==> src/rtl/vga_frame_fetch.sv <==
// Purpose : pixel source for the VGA output stage; fetches RGB444 pixels of the top-left
//           IMG_W x IMG_H window from a ping-pong frame buffer and owns the bank swap.
// Latency : request sampled at edge E0 -> RAM read issued at E0 -> colour out at E2.
// Backpressure: none; one output pixel per request cycle, window misses return black.
//
// Ports:
//   iVGA_CLK, iRST_n          pixel clock, async active-low reset
//   iRequest, iVGA_V_SYNC     per-pixel strobe and active-low vsync from the VGA stage
//   iSwapReq / oSwapAck       writer handshake: back bank full / swap taken at frame start
//   oRdBank, oRAM_RD,
//   oRAM_ADDR, iRAM_DATA      sync-read frame buffer port ({B,G,R} data one cycle later)
//   oRed, oGreen, oBlue       colour nibbles
//   oFrameStart               one-cycle pulse per detected vsync falling edge
module vga_frame_fetch #(
    parameter int IMG_W  = 252,
    parameter int IMG_H  = 252,
    parameter int ADDR_W = 16     // IMG_W*IMG_H must fit in 2**ADDR_W words
) (
    input  logic              iVGA_CLK,
    input  logic              iRST_n,
    input  logic              iRequest,
    input  logic              iVGA_V_SYNC,
    input  logic              iSwapReq,
    output logic              oSwapAck,
    output logic              oRdBank,
    output logic              oRAM_RD,
    output logic [ADDR_W-1:0] oRAM_ADDR,
    input  logic [11:0]       iRAM_DATA,
    output logic [3:0]        oRed,
    output logic [3:0]        oGreen,
    output logic [3:0]        oBlue,
    output logic              oFrameStart
);

    localparam int COL_W = $clog2(IMG_W + 1);
    localparam int ROW_W = $clog2(IMG_H + 1);

    typedef enum logic [1:0] {WAIT_FRAME, HBLANK, ACTIVE, VBLANK} state_t;

    state_t             state, stateNext;
    logic               vsD;
    logic               frameStart;
    logic [COL_W-1:0]   col;
    logic [ROW_W-1:0]   row;
    logic [ADDR_W-1:0]  base;        // row * IMG_W, kept by accumulation
    logic               swapPending;
    logic               rdVld2;      // second stage of the read-valid pipeline
    logic               fetchRead;
    logic               lineEnd;
    logic               doSwap;

    assign frameStart = vsD & ~iVGA_V_SYNC;

    // State register
    always_ff @(posedge iVGA_CLK or negedge iRST_n) begin
        if (!iRST_n) state <= WAIT_FRAME;
        else         state <= stateNext;
    end

    // Next-state logic; a frame start overrides everything
    always_comb begin
        stateNext = state;
        if (frameStart) begin
            stateNext = HBLANK;
        end else begin
            unique case (state)
                WAIT_FRAME: stateNext = WAIT_FRAME;
                HBLANK:     if (iRequest) stateNext = ACTIVE;
                ACTIVE:     if (!iRequest)
                                stateNext = (row == ROW_W'(IMG_H - 1)) ? VBLANK : HBLANK;
                VBLANK:     stateNext = VBLANK;
                default:    stateNext = WAIT_FRAME;
            endcase
        end
    end

    // Output/control decode
    always_comb begin
        fetchRead = 1'b0;
        lineEnd   = 1'b0;
        doSwap    = 1'b0;
        if (!frameStart && iRequest && (state == HBLANK || state == ACTIVE))
            fetchRead = (col < COL_W'(IMG_W));
        if (!frameStart && state == ACTIVE && !iRequest)
            lineEnd = 1'b1;
        if (frameStart && (swapPending || iSwapReq))
            doSwap = 1'b1;
    end

    // Position counters and RAM address
    always_ff @(posedge iVGA_CLK or negedge iRST_n) begin
        if (!iRST_n) begin
            vsD       <= 1'b0;
            col       <= '0;
            row       <= '0;
            base      <= '0;
            oRAM_RD   <= 1'b0;
            oRAM_ADDR <= '0;
        end else begin
            vsD     <= iVGA_V_SYNC;
            oRAM_RD <= fetchRead;
            if (fetchRead)
                oRAM_ADDR <= base + ADDR_W'(col);
            if (frameStart) begin
                col  <= '0;
                row  <= '0;
                base <= '0;
            end else if (lineEnd) begin
                col  <= '0;
                row  <= row + ROW_W'(1);
                base <= base + ADDR_W'(IMG_W);
            end else if (fetchRead) begin
                // stops at IMG_W, so the rest of a long line reads nothing
                col <= col + COL_W'(1);
            end
        end
    end

    // Read data returns one cycle after oRAM_RD; gate it with the delayed valid so
    // every request cycle yields exactly one pixel, black outside the window.
    always_ff @(posedge iVGA_CLK or negedge iRST_n) begin
        if (!iRST_n) begin
            rdVld2 <= 1'b0;
            oRed   <= '0;
            oGreen <= '0;
            oBlue  <= '0;
        end else begin
            rdVld2 <= oRAM_RD;
            if (rdVld2) begin
                oBlue  <= iRAM_DATA[11:8];
                oGreen <= iRAM_DATA[7:4];
                oRed   <= iRAM_DATA[3:0];
            end else begin
                oBlue  <= '0;
                oGreen <= '0;
                oRed   <= '0;
            end
        end
    end

    // Bank ownership: swaps happen only at frame start so a frame is never torn
    always_ff @(posedge iVGA_CLK or negedge iRST_n) begin
        if (!iRST_n) begin
            swapPending <= 1'b0;
            oRdBank     <= 1'b0;
            oSwapAck    <= 1'b0;
            oFrameStart <= 1'b0;
        end else begin
            oFrameStart <= frameStart;
            oSwapAck    <= doSwap;
            if (doSwap) begin
                oRdBank     <= ~oRdBank;
                swapPending <= 1'b0;
            end else begin
                swapPending <= swapPending | iSwapReq;
            end
        end
    end

endmodule

==> config.mk <==
export PLATFORM = sky130hd
export DESIGN_NAME = vga_frame_fetch
export DESIGN_NICKNAME = d
export VERILOG_FILES = /design/src/rtl/vga_frame_fetch.sv
export SDC_FILE = /design/constraint.sdc
export NUM_CORES = 1
export LEC_CHECK = 0
export CAP_MARGIN = 15
export CORE_MARGIN = 4
export CORE_UTILIZATION = 55
export CTS_BUF_LIST = sky130_fd_sc_hd__clkbuf_16
export CTS_CLUSTER_SIZE = 40
export DETAILED_ROUTE_END_ITERATION = 16
export DONT_BUFFER_PORTS = 1
export PLACE_DENSITY = 0.7
export SLEW_MARGIN = 30
export SYNTH_ARGS = -nofsm -noshare
export SYNTH_HDL_FRONTEND = slang
export SYNTH_SLANG_ARGS = --single-unit
export TNS_END_PERCENT = 1
==> constraint.sdc <==
create_clock -name iVGA_CLK -period 5.3 [get_ports iVGA_CLK]
set_clock_uncertainty 0.15 [all_clocks]
set_input_delay 0.53 -clock iVGA_CLK [delete_from_list [all_inputs] [get_ports iVGA_CLK]]
set_output_delay 0.53 -clock iVGA_CLK [all_outputs]
set_load 0.005 [all_outputs]
# Word-level counts from Yosys, hierarchy flattened
# Cells that the tools add are included.
[op_classes]
addsub = 4
mul = 0
n_eq_ne = 6
n_reduce_logical = 13
mux = 19
div_mod_pow = 0
n_bitwise = 4
order_cmp = 1
shifts = 0
[ops]
columns = ["operator", "n"]
rows = [
  ["8-bit two-way mux", 5],
  ["16-bit two-way mux", 2],
  ["16-bit by 8-bit adder with 16-bit output", 1],
  ["16-bit by 8-bit adder with 16-bit output (second input constant)", 1],
  ["8-bit by 1-bit adder with 8-bit output (second input constant)", 2],
  ["4-bit two-way mux", 3],
  ["8-bit == test (second input constant)", 1],
  ["8-bit less-than comparator (second input constant)", 1],
  ["2-bit two-way mux", 4],
  ["2-bit case mux with 4 select lines", 1],
  ["3-bit inequality test (second input constant)", 2],
  ["1-bit logical AND", 5],
  ["2-bit == test (second input constant)", 2],
  ["1-bit two-way mux", 4],
  ["3-bit nonzero test", 1],
  ["2-bit by 1-bit == test with 1-bit output (second input constant)", 1],
  ["1-bit zero test", 2],
  ["2-bit zero test", 1],
  ["1-bit logical OR", 2],
  ["1-bit NOT", 2],
  ["2-bit AND reduction", 1],
  ["2-bit nonzero test", 1],
  ["1-bit AND", 1],
  ["1-bit bitwise OR", 1],
]
[word_totals]
n_memories = 0
out_inout_bits = 32
latch_bits = 0
inputBits = 17
ramBits = 0
reg_bits = 69
rom_bits = 0

# Longest topological paths before layout
# Gate-level depths: netlist (run 1).
[logic_depth]
ltp_word = 9
mapped_depth = 9

# Worst setup path after synthesis (run 1)
# Ideal clock, no wire load.
[synth_timing]
kind = "reg2reg"
startpoint = "register col[3]"
endpoint = "register oRAM_ADDR[12]"
n_path_buf = 1
setup_time_ns = 0.082
period_less_slack_ns = 2.022
path_stages_with_launch = 7
setup_slack_ns = 3.278
arrival_ns = 1.790
path_cell_list = "dfrtp_1 -> ha_1 -> a211oi_1 -> o21a_1 -> buf_6 -> or4_1 -> a31oi_1"
[synth_via]
elab_chain_cells = 2
[synth_rtl]
columns = ["element", "line_no", "source"]
rows = [
  ["start: declaration", "43", "logic [COL_W-1:0] col;"],
  ["start signal: assignment", "114", "col <= col + COL_W'(1);"],
  ["parallel branches: the longest is 2 deep, another holds 16-bit by 8-bit adder with 16-bit output", "-", ""],
  ["end signal: assignment", "103", "oRAM_ADDR <= base + ADDR_W'(col);"],
  ["end: declaration", "27", "output logic [ADDR_W-1:0] oRAM_ADDR,"],
]
# Parallel ways; which one is timed is not known.
# A chain may end at the register's enable or synchronous reset.

# Worst setup path after layout (run 1)
[layout_timing]
startpoint = "register state[0]"
endpoint = "register base[6]"
[layout_via]
elab_chain_cells = 5
[layout_rtl]
columns = ["element", "line_no", "source"]
rows = [
  ["start: declaration", "40", "state_t state, stateNext;"],
  ["start signal: assignment", "57", "else state <= stateNext;"],
  ["2-bit == test", "84", "if (!frameStart && state == ACTIVE && !iRequest)"],
  ["1-bit logical AND (2 in series)", "84", ""],
  ["1-bit two-way mux", "84", ""],
  ["2-bit nonzero test (no source line)", "-", ""],
  ["end signal: assignment", "111", "base <= base + ADDR_W'(IMG_W);"],
  ["end: declaration", "45", "logic [ADDR_W-1:0] base;"],
]
# Every way passes these cells.

==> impl_metrics.tcl, run 1 <==
set metrics [dict create \
    status "completed" \
    wl_per_cell_um 15.4 \
    slew_violations 0 \
    final.min_clock_period_ns 2.28 \
    reg2reg_to "base[6]" \
    layout_commonest_cell "dfrtp_1" \
    arrival_ns 2.36 \
    synth.cell_area_mm2 0.00314 \
    coreArea_mm2 0.00551 \
    n_antenna_cell 0 \
    grt_usage_pct 17.9 \
    grt_pass1_vias 2093 \
    wl_um 5920 \
    hold_path_depth 0 \
    hp-start "iVGA_V_SYNC" \
    synth-async-reset-ratio_pct 100 \
    placed_cells 368 \
    die_h_um 83.6 \
    nFillCells 431 \
    reg2reg_depth 6 \
    place_hpwl_um 4080 \
    dr.pass1.iters 4 \
    grt_max_degree 68 \
    final_cell_mix "dfrtp_1 (67), nand2_1 (36), nor2_1 (29), a21oi_1 (15), and2_1 (13)" \
    ys.flop_type "dfrtp_1" \
    grt_first_pass_wirelength_um 10000 \
    die_w_um 83.6 \
    tightestPinTransition_ns 0.851 \
    leakage_nw 1.60 \
    synth_area_leaders "dfrtp_1 (53%), ha_1 (4.8%), nand2_1 (4.3%), nor2_1 (3.5%), xnor2_1 (3.3%)" \
    postCtsSetupBuffers 0 \
    place_congestion 0.762 \
    cts_inserted_buffers 9 \
    insertion_delay_ns 0.32 \
    setup_viol 0 \
    drtIter0Drc 93 \
    io_buffers 0 \
    critPathKind "flop to flop" \
    critical_path.startpoint_type "flop" \
    synth_area_per_cell_um2 10.2 \
    final_area_mm2 0.00349 \
    areaGrowthSynthToFinish_pct 11.2 \
    ys_ff_latch 67 \
    synth_cells 307 \
    ios 49 \
    clock-sinks 67 \
    antenna_found_initial 0 \
    cp.required_ns 5.38 \
    dieArea_mm2 0.00698 \
    hold_class "input pin to flop" \
    final-instance-count-excl-fill 384 \
    timing.final.crit_share_pct 43.0 \
    synth_top_area_share_pct 53.4 \
    num-nets-final 338 \
    synth_cell_type_count 44 \
    cts_tree "done" \
    ir_drop_v 0.000271 \
    ys_seq_area_share_pct 53.4 \
    max_slew_margin_pct 43.2 \
    worstSetupEndpointType "flop" \
    r2r_start "state[0]" \
    synth_warnings 0 \
    max_freq_mhz 439 \
    root_buffer "clkbuf_16" \
    cts_resized 0 \
    syn-num-nets 336 \
    cts.hold.buffers_added 2 \
    cts_max_level 3 \
    clk_pin_slew_worst_paths_ns 0.05 \
    cp_max_fo 8 \
    drv_cap 0 \
    tns_ns 0 \
    place_ws_ns 2.91 \
    synth_edf_count 0 \
    reg2reg_slack_ns 3.02 \
    drive_gt1_share_pct 7.05 \
    whs_ns 0.0889 \
    start_util_pct 57.0 \
    vias 2191 \
    drc 0 \
    fin_ws_ns 3.02 \
    fp-row-count 27 \
    grt-ovfl-total 0 \
    power.density_mw_per_mm2 479 \
    cts_buffer_depth 2 \
    ant_nets 0 \
    hold_viol_final 0 \
    rsz0062_at_grt "false" \
    avgViaCountPerCell 5.71 \
    synth_largest_area_cell "dfrtp_1" \
    holdPathEnd "vsD" \
    place_area_mm2 0.00318 \
]
sequential cells by signal, summed over array words and instances, names as in the netlist:
register	flops
oBlue	4
base	14
oFrameStart	1
col	8
row	8
oRdBank	1
oRed	4
state	2
oRAM_RD	1
swapPending	1
vsD	1
oRAM_ADDR	16
oGreen	4
rdVld2	1
oSwapAck	1
Yosys cell counts, drive strengths merged (2+ instances only):
master,n
o21ai,11
a31oi,7
clkbuf,2
xor2,7
nand2,36
dfrtp,67
nand4,5
mux2i,4
xnor2,12
nand3,9
a211oi,2
nor2b,4
buf,10
nand2b,2
or3,7
nor3,2
nor2,29
o31ai,9
and2,13
and3,4
or4,10
o21a,2
o211ai,2
a21oi,16
inv,9
ha,12
nor4,4
cells by family (layout without fill, tap and decap cells):
logic type	count (synthesis)	in the layout	synth area share, %
AND/OR/NAND/NOR	127	127	20.4
XOR/XNOR	19	19	5.30
multiplexers	5	5	1.63
buffers and inverters	21	26	3.03
AO/OA/AOI/OAI	56	56	11.4
flip-flops	67	67	53.4
adder cells (fa/ha/maj)	12	12	4.78
worst max-delay path, stage by stage, from the launching register on:
cell and delay [ns]:
dfrtp_1 0.42, inv_1 0.08, ha_1 0.21, nor2b_1 0.56, nand2_1 0.20, or4_1 0.42
a21oi_1 0.14
cell type report:
| type | count | area [µm²] | area share (%) |
|---|---|---|---|
| Inverter | 9 | 33.8 | 0.968 |
| Clock buffer | 9 | 225 | 6.45 |
| Multi-Input combinational cell | 219 | 1370 | 39.3 |
| Timing Repair Buffer | 3 | 45.0 | 1.29 |
| Clock inverter | 5 | 47.5 | 1.36 |
| Sequential cell | 67 | 1680 | 48.0 |
| Tap cell | 72 | 90.1 | 2.58 |
layer usage:
metal | GRT usage, % | routed length [µm]
met2 | 27.2 | 2600
met5 | 0 | 0
met3 | 4.84 | 361
met4 | 8.33 | 125
met1 | 23.8 | 2830
worst max-delay path by stage:
stage	end	slack [ns]	startpoint	cells after the start
final	base[6]	3.02	state[0]	6
after global routing	base[6]	2.84	state[0]	6
after CTS	oRAM_ADDR[15]	2.91	col[6]	5
after detailed placement	oRAM_ADDR[15]	2.91	col[6]	5
after global placement	oRAM_ADDR[14]	2.96	col[6]	5
after floorplan	oRAM_ADDR[12]	3.28	col[3]	6
report_power, final:
group          leakage (nW)  switching, mW  total [mW]  internal, mW
Sequential            0.892          0.125       0.764         0.639
Combinational         0.563          0.211       0.361         0.150
Clock                 0.140          0.193       0.546         0.353
Total                  1.60          0.529        1.67          1.14
through the flow:
step	utilization, %	power [mW]
2_1_floorplan	-	1.03
3_3_place_gp	57.7	1.10
3_5_place_dp	57.7	1.12
4_1_cts	63.3	1.69
5_1_grt	63.4	1.78
6_report	63.4	1.67
No activity file was read; power rests on OpenSTA's default activity.
==> run 2: changes to the inputs <==
Settings changed: PLACE_DENSITY 0.7 to 0.73.
Clock period 5.3 ns to 2 ns, I/O delays scaled along.
==> impl_metrics.tcl, run 2 (same netlist as run 1, synthesis figures left out) <==
set metrics [dict create \
    die_w_um 83.6 \
    hold_viol_final 0 \
    hp-start "iVGA_V_SYNC" \
    reg2reg_slack_ns 0.004 \
    place_hpwl_um 4580 \
    cts_inserted_buffers 9 \
    die_h_um 83.6 \
    setup_viol 0 \
    grt_first_pass_wirelength_um 11900 \
    ant_nets 0 \
    start_util_pct 57.0 \
    critPathKind "flop to flop" \
    nFillCells 364 \
    final_area_mm2 0.00399 \
    leakage_nw 1.81 \
    io_buffers 0 \
    grt_util_met3_pct 6.32 \
    final_cell_mix "dfrtp_1 (66), nand2_1 (36), buf_4 (31), nor2_1 (29)" \
    grt_max_degree 68 \
    r2r_start "base[3]" \
    grt.met1_usage_pct 26.0 \
    hold_class "input pin to flop" \
    cts_tree "done" \
    ir_drop_v 0.000666 \
    busiest_layer "met2" \
    grt_usage_pct 21.4 \
    largest_register_ffs 16 \
    rsz0062_at_grt "true" \
    insertion_delay_ns 0.33 \
    hold_path_depth 2 \
    fp-row-count 27 \
    dr.pass1.iters 5 \
    max_slew_margin_pct 66.9 \
    drive_gt1_share_pct 17.7 \
    areaGrowthSynthToFinish_pct 26.9 \
    tightestPinTransition_ns 0.494 \
    avgViaCountPerCell 5.63 \
    layout_commonest_cell "dfrtp_1" \
    power.density_mw_per_mm2 1220 \
    slowest_delay_ns 0.51 \
    place_area_mm2 0.00342 \
    holdPathEnd "oSwapAck" \
    critical_path.startpoint_type "flop" \
    crit_start "base[3]" \
    cts_buffer_depth 2 \
    drv_cap 0 \
    clock-sinks 67 \
    dieArea_mm2 0.00698 \
    slew_violations 0 \
    path_cells "ha_4 > a211oi_2 > o21a_2 > or4_1 > a31oi_1" \
    ios 49 \
    final.min_clock_period_ns 2.00 \
    grt_use_met2_pct 34.6 \
    reg2reg_depth 5 \
    total_power_mw 4.85 \
    root_buffer "clkbuf_16" \
    drtIter0Drc 133 \
    cp.required_ns 2.10 \
    arrival_ns 2.10 \
    drc 0 \
    grt-ovfl-total 0 \
    num-nets-final 385 \
    cts_max_level 3 \
    place_congestion 0.833 \
    worstSetupEndpointType "flop" \
    n_antenna_cell 0 \
    clk_pin_slew_worst_paths_ns 0.05 \
    timing.final.crit_share_pct 99.8 \
    vias 2439 \
    wl_um 7030 \
    top_register "oRAM_ADDR" \
    grt_pass1_vias 2439 \
    cp_max_fo 7 \
    antenna_found_initial 0 \
    wl_per_cell_um 16.2 \
    max_freq_mhz 501 \
    status "completed" \
    coreArea_mm2 0.00551 \
    top_regs "oRAM_ADDR: 16 flops, base: 14 flops" \
    reg2reg_to "oRAM_ADDR[15]" \
    critPathSlowestCell "or4_1" \
]
run 2: changes by cell type in the layout (fill, tap and decap cells not counted), moves of 2 or more:
cell	previous run	this run
buf_4	1	31
clkinvlp_4	0	2
dlygate4sd3_1	1	16
ha_1	12	7
ha_4	0	5
o21a_2	0	2
run 2: cell type report:
cell class	instances	area, µm²	area share [%]
clock buffer	9	225	5.65
sequential	67	1680	42.1
tap	72	90.1	2.26
inverter	9	33.8	0.848
clock inverter	7	61.3	1.54
timing repair buffer	49	432	10.8
multi-input combinational	220	1470	36.8
run 2: timing repair:
| item | in CTS | in global routing |
|---|---|---|
| gates cloned | 1 | 0 |
| gates resized for setup | 6 | 4 |
| setup buffers | 2 | 1 |
| pin swaps | 2 | 1 |
| hold endpoints to repair | 83 | 0 |
| endpoints found under the setup margin | 10 | 16 |
| hold buffers | 17 | 0 |
run 2: metal layers:
layer	share of wire (%)	up-vias
met1	43	1165
met2	48	73
met3	6.5	16
li1	-	1185
met5	0	-
met4	2.4	0
run 2: power by group:
part           internal [mW]  switching (mW)  total [mW]
clock network          0.947           0.565        1.51
registers               1.69           0.313        2.01
logic                  0.648           0.685        1.33
run 2: how the worst max path moves through the flow:
stage	depth (start not counted)	end	slack, ns
3_3_place_gp	5	oRAM_ADDR[13]	-0.03
6_report	5	oRAM_ADDR[15]	0.004
3_5_place_dp	5	oRAM_ADDR[14]	-0.11
2_1_floorplan	6	oRAM_ADDR[12]	0.01
5_1_grt	5	oRAM_ADDR[14]	-0.05
4_1_cts	5	col[5]	-0.02
run 2: worst max-delay path: cells and delay by family, from the launching register on:
family                     cells  cell delay (ns)
AOI/OAI and AO/OA              3             0.53
and+or+nand+nor                1             0.51
DFF                            1             0.43
adders and majority gates      1             0.30
run 2: per-stage QoR:
step / TNS, ns / setup WS (ns) / hold WS (ns) / instances / utilization [%]
floorplan: 0 / 0.0105 / -0.246 / 307 / -
global placement: -0.142 / -0.0349 / -0.244 / 396 / 62.2
detailed placement: -0.369 / -0.110 / -0.244 / 396 / 62.2
CTS: -0.0203 / -0.0203 / 0.00713 / 432 / 71.7
global route: -0.286 / -0.0514 / 0.0372 / 433 / 72.4
finish: 0 / 0.00422 / 0.0109 / 433 / 72.4
==> variant (config.mk and constraints of run 2) <==
Make the reset (`iRST_n`) synchronous in 4 clocked blocks. Comments in the files are not updated.
--- a/src/rtl/vga_frame_fetch.sv
+++ b/src/rtl/vga_frame_fetch.sv
@@ -52,7 +52,7 @@
     assign frameStart = vsD & ~iVGA_V_SYNC;
 
     // State register
-    always_ff @(posedge iVGA_CLK or negedge iRST_n) begin
+    always_ff @(posedge iVGA_CLK) begin
         if (!iRST_n) state <= WAIT_FRAME;
         else         state <= stateNext;
     end
@@ -88,7 +88,7 @@
     end
 
     // Position counters and RAM address
-    always_ff @(posedge iVGA_CLK or negedge iRST_n) begin
+    always_ff @(posedge iVGA_CLK) begin
         if (!iRST_n) begin
             vsD       <= 1'b0;
             col       <= '0;
@@ -118,7 +118,7 @@
 
     // Read data returns one cycle after oRAM_RD; gate it with the delayed valid so
     // every request cycle yields exactly one pixel, black outside the window.
-    always_ff @(posedge iVGA_CLK or negedge iRST_n) begin
+    always_ff @(posedge iVGA_CLK) begin
         if (!iRST_n) begin
             rdVld2 <= 1'b0;
             oRed   <= '0;
@@ -139,7 +139,7 @@
     end
 
     // Bank ownership: swaps happen only at frame start so a frame is never torn
-    always_ff @(posedge iVGA_CLK or negedge iRST_n) begin
+    always_ff @(posedge iVGA_CLK) begin
         if (!iRST_n) begin
             swapPending <= 1'b0;
             oRdBank     <= 1'b0;
Behaviour: differs if iRST_n is asserted again (counterexample within 4 cycles, from zero or initial values and one cycle with iRST_n low); with iRST_n held inactive, the same outputs for 10 cycles.
==> variant against run 2 <==
  * Cell count rose by 1.6%
  * Synthesized cell count is 6.8% higher
  * Hold slack gained 0.0094 ns
  * Area after synthesis down 4.9%
  * Sequential share of layout area fell by 6.6 points
  * Worst setup slack lost 0.010 ns
  * Final area decreased by 5.1%
  * Sequential cell count is the same
  * Critical endpoint is now oRAM_ADDR[12]
  * The run now ends with negative setup slack left
  * Largest cell class is now multi-input combinational cells
  * Utilization increased by 0.71 points
  * Count of clock-buffer cells in the layout is the same
  * Routed wire length down 6.2%
Power is not compared: it rests on default switching activity, and its combinational part moved more than twofold at a synthesized area within 25%.
==> variant: results (changes against run 2) <==
[setup_path]
arrival_ns = 2.11
path_max_fanout = 5  ; was 7
critPathSlowestCell = fa_2  ; was or4_1
r2r-start = base[2]  ; was base[3]
max_stage_delay_ns = 0.42  ; was 0.51 ns
r2r_end = oRAM_ADDR[12]  ; was oRAM_ADDR[15]
reg2reg_depth = 9  ; was 5

[placed_design]
portBuffers = 0  ; unchanged
gp_congestion = 0.853  ; was 0.833
dp.final_hpwl_microns = 4070  ; was 4580 microns

[synthesis]
ys_seq_area_share_pct = 44.9  ; was 53.4%
synthTopCellsByCount = dfxtp_1, nor2_1, nand2_1  ; was dfrtp_1, nand2_1, nor2_1
synth_flop_cell = dfxtp_1  ; was dfrtp_1
async_flop_share_pct = 0  ; was 100%
synth_nets = 358  ; was 336
yosys-top-cells-area = dfxtp_1, xor2_1, ha_1, nor2_1, o21ai_0  ; was dfrtp_1, ha_1, nand2_1, nor2_1, xnor2_1
syn_inst = 328  ; was 307
ys.warnings.count = 0  ; unchanged
ys_types = 45  ; was 44

[finish]
fin_cells = 440  ; was 433
num_antenna_cells = 0  ; unchanged
top_regs = oRAM_ADDR: 16 flops, base: 14 flops  ; unchanged
drive_above_1_share_pct = 17.8  ; was 17.7%
nets = 395  ; was 385

[sta]
layout_setup_ws_ns = -0.00602  ; was 0.00422 ns
setup_violations = 1  ; was 0
slew_headroom_pct = 67.5  ; was 66.9%

[global_route]
antenna_found_initial = 0  ; unchanged
grt_pass1_wl_microns = 10600  ; was 11900 microns
grt_max_degree = 38  ; was 68
grt_pass1_vias = 2273  ; was 2439
grt_usage_pct = 20.5  ; was 21.4%

[power]
power_density_nw_per_um2 = 871
peakVddDrop_mv = 0.510
p_leak_nw = 1.47

[worst_hold_path]
min_path_type = input pin to flip-flop  ; unchanged
holdPathStages = 3  ; was 2
hp-start = iRequest  ; was iVGA_V_SYNC
min_delay_worst_endpoint = state[1]  ; was oSwapAck

[clock_network]
cts-root-buf = clkbuf_16  ; unchanged
clk_latency_ns = 0.32
cts.reportedPaths.clkPinSlew_ns = 0.05  ; about the same
cts_buffer_depth = 2  ; unchanged
cts_buffers = 9  ; unchanged
ctsHtreeMaxLevel = 3  ; unchanged

[run_status]
violations = negative setup slack
outcome = finished with violations  ; was finished clean

[drt]
drt-pass1-iter-count = 6  ; was 5
drc = 0  ; unchanged
vias = 2401  ; was 2439
drt_iter0_drc = 134  ; was 133
finalWirelength_microns = 6590  ; was 7030 microns

[variant: changes by cell type in the layout (fill, tap and decap cells not counted), sizes merged, moves of 8 or more]
cell / before / now
and3: 4 / 12
buf: 33 / 24
dfrtp: 67 / 0
dfxtp: 0 / 67
nand2: 36 / 27
o21ai: 11 / 20
o31ai: 9 / 0
or4: 10 / 0
xor2: 7 / 18
[variant: cells by family after synthesis]
logic type | synth area share [%]
adder cells (fa/ha/maj) | 5.70
flip-flops | 44.9
XOR/XNOR | 8.50
multiplexers | 0.335
AO/OA/AOI/OAI | 14.3
AND/OR/NAND/NOR | 22.5
buffers and inverters | 3.81
[variant: worst max-delay path by stage]
stage / slack (ns) / endpoint / cells after the start / start
after floorplan: 0.1 / col[2] / 8 / state[0]
after global placement: 0.07 / col[4] / 8 / state[0]
after detailed placement: -0.005 / oRAM_ADDR[14] / 8 / base[2]
after CTS: 0.03 / col[4] / 8 / state[0]
after global routing: -0.08 / oRAM_ADDR[8] / 9 / col[2]
final: -0.006 / oRAM_ADDR[12] / 9 / base[2]
[variant: metal layers]
layer	track usage, %	vias to the layer above	part of all wire [%]
met1	26.0	1109	44
met4	9.47	0	0.94
li1	-	1214	-
met2	32.8	70	48
met5	0	-	0
met3	5.04	8	7.1
[variant: report_power, final]
part	total (mW)	internal, mW	switching, mW
combinational	0.150	0.0743	0.0760
clock	1.77	1.21	0.559
sequential	1.37	1.36	0.0153
[variant: critical path, delay by kind of cell (launching register included)]
| kind | cells | cell delay, ns |
|---|---|---|
| adders and majority gates | 2 | 0.60 |
| xor gates and xnor gates | 1 | 0.15 |
| AOI/OAI and AO/OA | 3 | 0.38 |
| buffers and inverters | 2 | 0.21 |
| and+or+nand+nor | 1 | 0.14 |
| DFF | 1 | 0.33 |
[variant: cell type report]
| class | count | area (sq um) |
|---|---|---|
| clock inverters | 7 | 116 |
| repair buffers | 41 | 378 |
| well taps | 70 | 87.6 |
| flip-flops and latches | 67 | 1340 |
| multi-input cells | 238 | 1600 |
| clock buffers | 9 | 225 |
| inverters | 8 | 30.0 |
| fillers | 338 | 1390 |
[variant: what timing repair did]
action | CTS | global route
gates cloned | 0 | 1
endpoints found under the hold margin | 36 | 0
endpoints found under the setup margin | 3 | 17
hold buffers | 16 | 0
pin swaps | 0 | 9
gates resized for setup | 2 | 21
buffers inserted | 0 | 8
[variant: per-stage QoR]
step           hold slack (ns)  utilization [%]  setup slack (ns)  instance area (sq um)  TNS (ns)
5_1_grt                 0.0407             73.1           -0.0836                   3780    -0.354
4_1_cts                 0.0195             70.2            0.0259                   3630         0
3_5_place_dp             0.175             60.4          -0.00498                   3120  -0.00785
2_1_floorplan            0.172                -            0.0997                   2990         0
3_3_place_gp             0.173             60.4            0.0680                   3120         0
6_report                0.0203             73.1          -0.00602                   3780  -0.00602
